`src/rtl/psum_wb_pkg.sv`:
```
// Shared definitions for the psum writeback path: FSM encodings, SRAM word
// geometry and active-low strobe levels.
// Pure declarations; no logic, no latency, no flow control.
package psum_wb_pkg;

    // FSM encodings (kept as plain 2-bit constants for legacy tools)
    localparam logic [1:0] WB_IDLE  = 2'd0;
    localparam logic [1:0] WB_DRAIN = 2'd1;
    localparam logic [1:0] WB_DONE  = 2'd2;

    // Default OFIFO row geometry; one row fills one SRAM word
    localparam int WB_COL       = 8;
    localparam int WB_PSUM_BW   = 16;
    localparam int SRAM_WORD_BW = WB_COL * WB_PSUM_BW;

    // SRAM chip/write enables are active-low
    localparam logic SRAM_EN  = 1'b0;
    localparam logic SRAM_DIS = 1'b1;

    // The engine is busy in every state except IDLE
    function automatic logic wb_is_busy(input logic [1:0] st);
        return st != WB_IDLE;
    endfunction

endpackage

```
`src/rtl/psum_writeback_addr_gen.sv`:
```
// Address/count keeper for the writeback engine: latched base and length,
// pop and write counters, modulo address adder. Counters update one cycle
// after their increment request; no backpressure of its own.
module wb_addr_gen
    import psum_wb_pkg::*;
#(
    parameter int addr_bw = 11
) (
    input  logic               clk,
    input  logic               reset,
    input  logic               load,
    input  logic [addr_bw-1:0] base_in,
    input  logic [addr_bw:0]   num_in,
    input  logic               rd_inc,
    input  logic               wr_inc,
    output logic [addr_bw-1:0] wr_addr,
    output logic               rd_last,
    output logic               wr_last
);

    logic [addr_bw-1:0] base_q;
    logic [addr_bw:0]   num_q;
    logic [addr_bw:0]   rd_cnt;
    logic [addr_bw:0]   wr_cnt;

    // Latch the transfer descriptor on an accepted start, otherwise count pops and writes
    always_ff @(posedge clk or negedge reset) begin
        if (!reset) begin
            base_q <= '0;
            num_q  <= '0;
            rd_cnt <= '0;
            wr_cnt <= '0;
        end else if (load) begin
            base_q <= base_in;
            num_q  <= num_in;
            rd_cnt <= '0;
            wr_cnt <= '0;
        end else begin
            if (rd_inc) begin
                rd_cnt <= rd_cnt + 1'b1;
            end
            if (wr_inc) begin
                wr_cnt <= wr_cnt + 1'b1;
            end
        end
    end

    // Address wraps silently: the sum is truncated to the SRAM address width
    assign wr_addr = base_q + wr_cnt[addr_bw-1:0];
    assign rd_last = (rd_cnt == num_q);
    assign wr_last = (wr_cnt == num_q);

endmodule

```
`src/rtl/psum_writeback.sv`:
```
// Drains num_words OFIFO rows into consecutive psum SRAM addresses from base_addr.
// Latency: SRAM strobe 2 cycles after each pop, done 1 cycle after the last strobe.
// Backpressure: pops stall while ofifo_valid=0 or hold=1; in-flight rows still write.
module psum_writeback
    import psum_wb_pkg::*;
#(
    parameter int col     = WB_COL,
    parameter int psum_bw = WB_PSUM_BW,
    parameter int addr_bw = 11
) (
    input  logic                     clk,
    input  logic                     reset,
    input  logic                     start,
    input  logic [addr_bw-1:0]       base_addr,
    input  logic [addr_bw:0]         num_words,
    input  logic                     hold,
    input  logic                     ofifo_valid,
    input  logic [col*psum_bw-1:0]   ofifo_out,
    output logic                     ofifo_rd,
    output logic                     sram_cen,
    output logic                     sram_wen,
    output logic [addr_bw-1:0]       sram_a,
    output logic [col*psum_bw-1:0]   sram_d,
    output logic                     busy,
    output logic                     done
);

    logic [1:0]         state;
    logic [1:0]         state_nxt;
    logic               rd_q;
    logic               start_acc;
    logic [addr_bw-1:0] wr_addr;
    logic               rd_last;
    logic               wr_last;

    assign start_acc = (state == WB_IDLE) && start;

    // Pop only while draining, data is available, the controller allows it and rows remain
    assign ofifo_rd = (state == WB_DRAIN) && ofifo_valid && !hold && !rd_last;

    wb_addr_gen #(
        .addr_bw (addr_bw)
    ) u_addr_gen (
        .clk     (clk),
        .reset   (reset),
        .load    (start_acc),
        .base_in (base_addr),
        .num_in  (num_words),
        .rd_inc  (ofifo_rd),
        .wr_inc  (rd_q),
        .wr_addr (wr_addr),
        .rd_last (rd_last),
        .wr_last (wr_last)
    );

    // Next-state logic; DRAIN exits on the cycle the final strobe is on the SRAM pins
    always_comb begin
        state_nxt = state;
        case (state)
            WB_IDLE: begin
                if (start) begin
                    state_nxt = (num_words == '0) ? WB_DONE : WB_DRAIN;
                end
            end
            WB_DRAIN: begin
                if ((sram_cen == SRAM_EN) && wr_last) begin
                    state_nxt = WB_DONE;
                end
            end
            WB_DONE: begin
                state_nxt = WB_IDLE;
            end
            default: begin
                state_nxt = WB_IDLE;
            end
        endcase
    end

    // State register and the one-cycle pop-to-data delay
    always_ff @(posedge clk or negedge reset) begin
        if (!reset) begin
            state <= WB_IDLE;
            rd_q  <= 1'b0;
        end else begin
            state <= state_nxt;
            rd_q  <= ofifo_rd;
        end
    end

    // Registered SRAM interface: one single-cycle strobe per popped row, address/data hold otherwise
    always_ff @(posedge clk or negedge reset) begin
        if (!reset) begin
            sram_cen <= SRAM_DIS;
            sram_wen <= SRAM_DIS;
            sram_a   <= '0;
            sram_d   <= '0;
        end else if (rd_q) begin
            sram_cen <= SRAM_EN;
            sram_wen <= SRAM_EN;
            sram_a   <= wr_addr;
            sram_d   <= ofifo_out;
        end else begin
            sram_cen <= SRAM_DIS;
            sram_wen <= SRAM_DIS;
        end
    end

    assign busy = wb_is_busy(state);
    assign done = (state == WB_DONE);

endmodule

```
`config.mk`:
```
export PLATFORM = sky130hd
export DESIGN_NAME = psum_writeback
export DESIGN_NICKNAME = d
export VERILOG_FILES = /design/src/rtl/psum_wb_pkg.sv /design/src/rtl/psum_writeback_addr_gen.sv /design/src/rtl/psum_writeback.sv
export SDC_FILE = /design/constraint.sdc
export NUM_CORES = 1
export LEC_CHECK = 0
export ABC_AREA = 1
export CORE_ASPECT_RATIO = 0.6
export CORE_UTILIZATION = 35
export DETAILED_ROUTE_END_ITERATION = 7
export GPL_TIMING_DRIVEN = 0
export PLACE_DENSITY_LB_ADDON = 0.1
export SLEW_MARGIN = 15
export SYNTH_ARGS = -nofsm -noshare
export SYNTH_HDL_FRONTEND = slang
export SYNTH_HIERARCHICAL = 1
export SYNTH_SLANG_ARGS = --single-unit
```
`constraint.sdc`:
```
create_clock -name clk -period 5.4 [get_ports clk]
set_clock_uncertainty 0.2 [all_clocks]
set_input_delay 1.62 -clock clk [delete_from_list [all_inputs] [get_ports clk]]
set_output_delay 1.62 -clock clk [all_outputs]
set_load 0.05 [all_outputs]
```
==> results.py, run 1 <==
metrics = {
    "floorplan": {
        "core_um2": 23400,
        "start_util": 0.3612,
        "dieWidth_um": 202.6,
        "die_area_um2": 24800,
        "fp.dieH_um": 122.4,
        "io_pins": 300,
        "rows": 43,
    },
    "status": {
        "outcome": "finished clean",
    },
    "global_route": {
        "antenna_found_initial": 0,
        "grt_pass1_vias": 7176,
        "grt-ovfl-total": 0,
        "grtUsageTotal": 0.2095,
        "grt_max_degree": 97,
        "grt_pass1_wl_mm": 39.92,
    },
    "place": {
        "gp_congestion": 0.8607,
        "portBuffers": 299,
        "detailed_place_hpwl_mm": 19.36,
        "dp.cells": 1655,
        "pre_cts_ws_ps": -364.1,
    },
    "timing": {
        "period_needed_ps": 4939,
        "worst_slew_pin_slew_ps": 761.8,
        "timing.fmax_ghz": 0.2025,
        "slew_viol_final": 0,
        "finalCritPeriodShare": 0.9146,
        "fin_ws_ps": 460.9,
        "rsz0062_at_grt": "no",
        "setup-violations-final": 0,
        "setup-tns-final_ps": 0,
        "hold-worst-slack_ps": 268.0,
        "hold_violations": 0,
        "slew_headroom": 0.4921,
    },
    "detailed_routing": {
        "wirelength_mm": 25.55,
        "dr_wl_met3_mm": 1.608,
        "met1Wirelength_mm": 12.48,
        "highest_layer": "met4",
        "via_count": 7598,
        "antenna_left": 0,
        "wl_per_cell_um": 15.14,
        "first_iter_violations": 447,
        "vias_per_cell": 4.504,
        "first_pass_iters": 4,
        "drc_errors": 0,
        "route.met2.wl_mm": 11.20,
    },
    "logic_synthesis": {
        "avgSynthCellArea_um2": 8.128,
        "netlist_instances": 1040,
        "postSynth.asyncResetShare": 1.000,
        "synth_nets": 1209,
        "synth_edf_count": 0,
        "synth-seq-cells": 190,
        "synthFlopType": "dfrtp_1",
        "synth_cell_types": 31,
        "synth-seq-area-share": 0.5626,
        "netlist_area_um2": 8453,
        "synth_warnings": 6,
    },
    "cts": {
        "cts_buffers": 17,
        "post_cts_buffers": 0,
        "cts_buffer_depth": 2,
        "tritoncts": "yes",
        "clock-root-buffer": "clkbuf_16",
        "cts_resized": 1,
        "clock-sinks": 190,
        "clk_latency_ps": 440,
        "cts_hold_buf": 0,
        "cts.clk_slew.worst_paths_ps": 70,
        "htree_levels": 4,
    },
    "critical_path": {
        "cpMaxStageDelayCell": "dlymetal6s2s_1",
        "crit_chain": "clkdlybuf4s50_1 -> nand2_1 -> nor3_2 -> dlymetal6s2s_1",
        "end_kind": "output port",
        "crit_path_max_fanout": 7,
        "crit_type": "input port to output port",
        "crit_path_start_kind": "input port",
        "critPathMaxStageDelay_ps": 510,
        "arrival_ps": 3120,
        "worst-endpoint-required_ps": 3580,
    },
    "finish": {
        "num-fill-cells": 2265,
        "drive_gt1_frac": 0.05612,
        "layoutNonFillerInstCount": 1687,
        "multiInputGateArea_um2": 3196,
        "antennaDiodeCount": 0,
        "seqCellArea_um2": 4756,
        "final_util": 0.5311,
        "syn_to_final_growth_pct": 47.05,
        "final_nets": 1528,
    },
    "pwr": {
        "ir_drop_mv": 0.3752,
        "leakage_nw": 6.202,
        "powerDensity_nw_per_um2": 636.9,
    },
    "min_path": {
        "hold_path.class": "register to register",
    },
    "flow_run": {
        "maxCapViolations": 0,
    },
}
-- routing by layer --
layer | global-route usage | up-vias
met5 | 0 | -
met4 | 0.05498 | 0
met3 | 0.05815 | 15
met2 | 0.3138 | 204
met1 | 0.2978 | 3544
li1 | - | 3835
-- Yosys cell counts, types with 2 or more instances --
master / n / share of area
a211oi_1: 2 / 0.0018
nor3_1: 10 / 0.0059
nand2_2: 2 / 0.0015
ha_1: 12 / 0.018
nand2_1: 576 / 0.26
buf_2: 17 / 0.010
inv_1: 56 / 0.025
buf_4: 6 / 0.0053
xnor2_1: 9 / 0.0093
o21ai_0: 16 / 0.0095
nor2_1: 58 / 0.026
nand4_1: 11 / 0.0081
a21oi_1: 19 / 0.011
buf_6: 12 / 0.016
xor2_1: 7 / 0.0073
dfrtp_1: 189 / 0.56
clkbuf_1: 2 / 0.00089
nand3_1: 23 / 0.014
-- report_power, final --
part / internal (mW) / total [mW] / switching, mW
clock network: 0.637 / 1.21 / 0.570
logic: 1.40 / 4.29 / 2.89
registers: 2.04 / 2.42 / 0.383
total: 4.07 / 7.92 / 3.84
-- layout make-up --
cell class / instances / area share
Sequential cell: 190 / 0.3826
Clock buffer: 19 / 0.03483
Clock inverter: 13 / 0.009461
Timing Repair Buffer: 300 / 0.2436
Buffer: 39 / 0.02335
Inverter: 57 / 0.01741
Multi-Input combinational cell: 754 / 0.2571
Tap cell: 315 / 0.03171
-- per-stage QoR --
step | cell area, um2 | power, mW
after floorplan | 8453 | 5.159
after global placement | 11840 | 6.716
after detailed placement | 11870 | 6.758
after CTS | 12430 | 7.991
after global routing | 12430 | 8.392
final | 12430 | 7.917
-- worst max-delay path: cells and delay by family --
kind | cells | cell delay, ps
AND/OR/NAND/NOR | 2 | 540
buffers and inverters | 2 | 960
-- cells in the final DEF, fill, tap and decap left out, types with 4 or more instances in the layout --
master,count
clkinv_2,4
clkbuf_1,4
clkdlybuf4s50_1,297
buf_6,12
buf_4,6
dfrtp_1,189
nand3_1,23
clkbuf_16,17
buf_2,17
nand4_1,11
o21ai_0,16
nor3_1,9
nand2_1,576
xor2_1,7
xnor2_1,9
nor2_1,58
a21oi_1,19
clkinv_4,5
inv_1,56
ha_1,12
-- flip-flops by register name (all words and copies together), names as in the netlist --
name and cells:
sram_a 11, sram_d 128, u_addr_gen/rd_cnt 12, sram_wen 1
state 2, u_addr_gen/base_q 11, rd_q 1, u_addr_gen/num_q 12
u_addr_gen/wr_cnt 12
-- path summary, 6_finish.rpt --
path | from | to | slack (ps) | cells past startpoint
max in group asynchronous | reset | sram_d[83] | 3070 | 2
worst max register to register | u_addr_gen/rd_cnt[3] | u_addr_gen/rd_cnt[7] | 2890 | 12
worst min register to register | sram_d[23] | sram_d[23] | 270 | 2
min in group asynchronous | reset | sram_a[7] | 990 | 1
worst min-delay path | sram_d[23] | sram_d[23] | 270 | 2
worst max-delay path | ofifo_valid | ofifo_rd | 460 | 4
-- cells by family (layout without fill, tap and decap cells) --
group | count (synthesis) | after routing | share of synthesized area
xor+xnor | 16 | 16 | 0.01658
flops | 190 | 190 | 0.5626
buf+inv | 96 | 428 | 0.05995
simple gates | 685 | 685 | 0.3154
fa+ha+maj | 13 | 13 | 0.02013
compound gates | 40 | 40 | 0.02531
No activity file was read; power rests on OpenSTA's default activity.
==> run 2: changes to the inputs <==
SLEW_MARGIN = 0   (was 15)
==> run 2 against run 1 <==
Combinational power barely moved; clock-buffer cell count fell by 1; routed wire length barely moved; flip-flop and latch count did not move.
==> results.py, run 2 (same netlist as run 1, synthesis figures left out) <==
metrics = {
    "status": {
        "outcome": "finished clean",
    },
    "finish": {
        "layout_common_cells": "nand2_1 (576), clkdlybuf4s50_1 (297), dfrtp_1 (189)",
        "top_register": "sram_d",
        "drive_gt1_frac": 0.05758,
        "num-fill-cells": 2274,
        "syn_to_final_growth_pct": 47.43,
        "final_common_cell": "nand2_1",
        "antennaDiodeCount": 0,
        "final_nets": 1528,
        "stdcell_area_um2": 12460,
        "largest_reg_flops": 128,
    },
    "pwr": {
        "leakage_nw": 6.216,
        "finalPower_mw": 7.974,
        "powerDensity_nw_per_um2": 639.8,
        "ir_drop_mv": 0.4412,
    },
    "critical_path": {
        "crit_family": "buffers and inverters",
        "cpMaxStageDelayCell": "nor3_2",
        "rrSetupSlack_ps": 2850,
        "worst-path-buf-inv": 2,
        "rr_worst_depth": 12,
        "crit_path_start_kind": "input port",
        "end_kind": "output port",
        "r2r-end": "u_addr_gen/rd_cnt[7]",
        "crit_path_max_fanout": 7,
        "critPathMaxStageDelay_ps": 510,
        "crit_type": "input port to output port",
        "r2r-start": "u_addr_gen/rd_cnt[3]",
        "worst-endpoint-required_ps": 3580,
        "cp_num_cells": 4,
        "arrival_ps": 3170,
        "crit_chain": "clkdlybuf4s50_1 -> nand2_1 -> nor3_2 -> dlymetal6s2s_1",
    },
    "flow_run": {
        "maxCapViolations": 0,
    },
    "min_path": {
        "hold_depth": 2,
        "hp-start": "sram_d[23]",
        "whs_endpoint": "sram_d[23]",
        "hold_path.class": "register to register",
    },
    "global_route": {
        "grt_max_degree": 107,
        "grt_pass1_wl_mm": 39.63,
        "grt_pass1_vias": 7111,
        "grt-ovfl-total": 0,
        "grtUsageTotal": 0.2093,
        "antenna_found_initial": 0,
    },
    "place": {
        "portBuffers": 299,
        "detailed_place_hpwl_mm": 19.37,
        "gp_congestion": 0.8607,
        "placedInstanceArea_um2": 11870,
    },
    "cts": {
        "cts_hold_buf": 0,
        "htree_levels": 4,
        "cts_buffers": 17,
        "post_cts_buffers": 0,
        "tritoncts": "yes",
        "clock-root-buffer": "clkbuf_16",
        "cts.clk_slew.worst_paths_ps": 70,
        "clk_latency_ps": 430,
        "clock-sinks": 190,
        "cts_buffer_depth": 2,
    },
    "timing": {
        "period_needed_ps": 4986,
        "slew_viol_final": 0,
        "worst_slew_pin_slew_ps": 677.0,
        "rsz0062_at_grt": "no",
        "hold_violations": 0,
        "slew_headroom": 0.5487,
        "hold-worst-slack_ps": 268.2,
        "finalCritPeriodShare": 0.9233,
        "timing.fmax_ghz": 0.2006,
        "setup-violations-final": 0,
    },
    "detailed_routing": {
        "via_count": 7599,
        "wl_per_cell_um": 15.15,
        "drc_errors": 0,
        "first_pass_iters": 5,
        "first_iter_violations": 452,
        "antenna_left": 0,
        "vias_per_cell": 4.504,
        "wirelength_mm": 25.56,
    },
    "floorplan": {
        "start_util": 0.3612,
        "dieWidth_um": 202.6,
        "die_area_um2": 24800,
        "rows": 43,
        "fp.dieH_um": 122.4,
        "io_pins": 300,
        "core_um2": 23400,
    },
}
==> run 2: cell types whose count changed in the layout (fill, tap and decap cells not counted) <==
cell | before | now
clkbuf_1 | 4 | 2
clkinv_2 | 4 | 5
bufinv_16 | 1 | 2
clkinv_4 | 5 | 3
clkbuf_8 | 1 | 2
clkinvlp_4 | 2 | 3
==> run 2: through the flow <==
| stage | TNS (ps) | util | setup WS (ps) | instances |
|---|---|---|---|---|
| global route | 0 | 0.5325 | 376.9 | 1687 |
| finish | 0 | 0.5325 | 414.1 | 1687 |
| floorplan | 0 | - | 579.4 | 1040 |
| detailed placement | -367.2 | 0.5073 | -367.2 | 1655 |
| global placement | -1106380 | 0.5059 | -5857 | 1654 |
| CTS | 0 | 0.5324 | 5.829 | 1687 |
==> run 2: how the worst max path moves through the flow <==
| stage | startpoint | end | slack, ps |
|---|---|---|---|
| global placement | reset | sram_d[94] | -5860 |
| floorplan | hold | ofifo_rd | 580 |
| detailed placement | ofifo_valid | ofifo_rd | -370 |
| finish | ofifo_valid | ofifo_rd | 410 |
| global route | ofifo_valid | ofifo_rd | 380 |
| CTS | ofifo_valid | ofifo_rd | 6 |
==> run 2: timing repair <==
action	CTS	global route
pin swaps	0	0
gates cloned	0	0
resized for setup	1	1
endpoints found under the setup margin	1	1
==> run 2: worst min-delay path, stage by stage, from the launching register on <==
cell	delay, ps
dfrtp_1	340
nand2_1	50
nand2_1	40
==> run 2: report_power, final <==
group	total (mW)	internal [mW]	switching [mW]
registers	2.42	2.04	0.382
clock network	1.26	0.694	0.570
logic	4.29	1.40	2.89
==> run 2: final cells by class <==
class / count / area, um2 / area share
multi-input combinational: 754 / 3196 / 0.2564
clock inverter: 14 / 142.6 / 0.01145
buffer: 39 / 290.3 / 0.02329
clock buffer: 18 / 439.2 / 0.03524
sequential: 190 / 4756 / 0.3816
timing repair buffer: 300 / 3028 / 0.2430
inverter: 57 / 216.5 / 0.01737
tap: 315 / 394.1 / 0.03163
==> run 2: layer usage <==
metal,global-route usage,routed length (um),vias up
met4,0.06438,286,0
met2,0.3114,11130,200
met1,0.2930,12470,3546
li1,-,-,3835
met5,0,0,-
met3,0.06213,1667,18
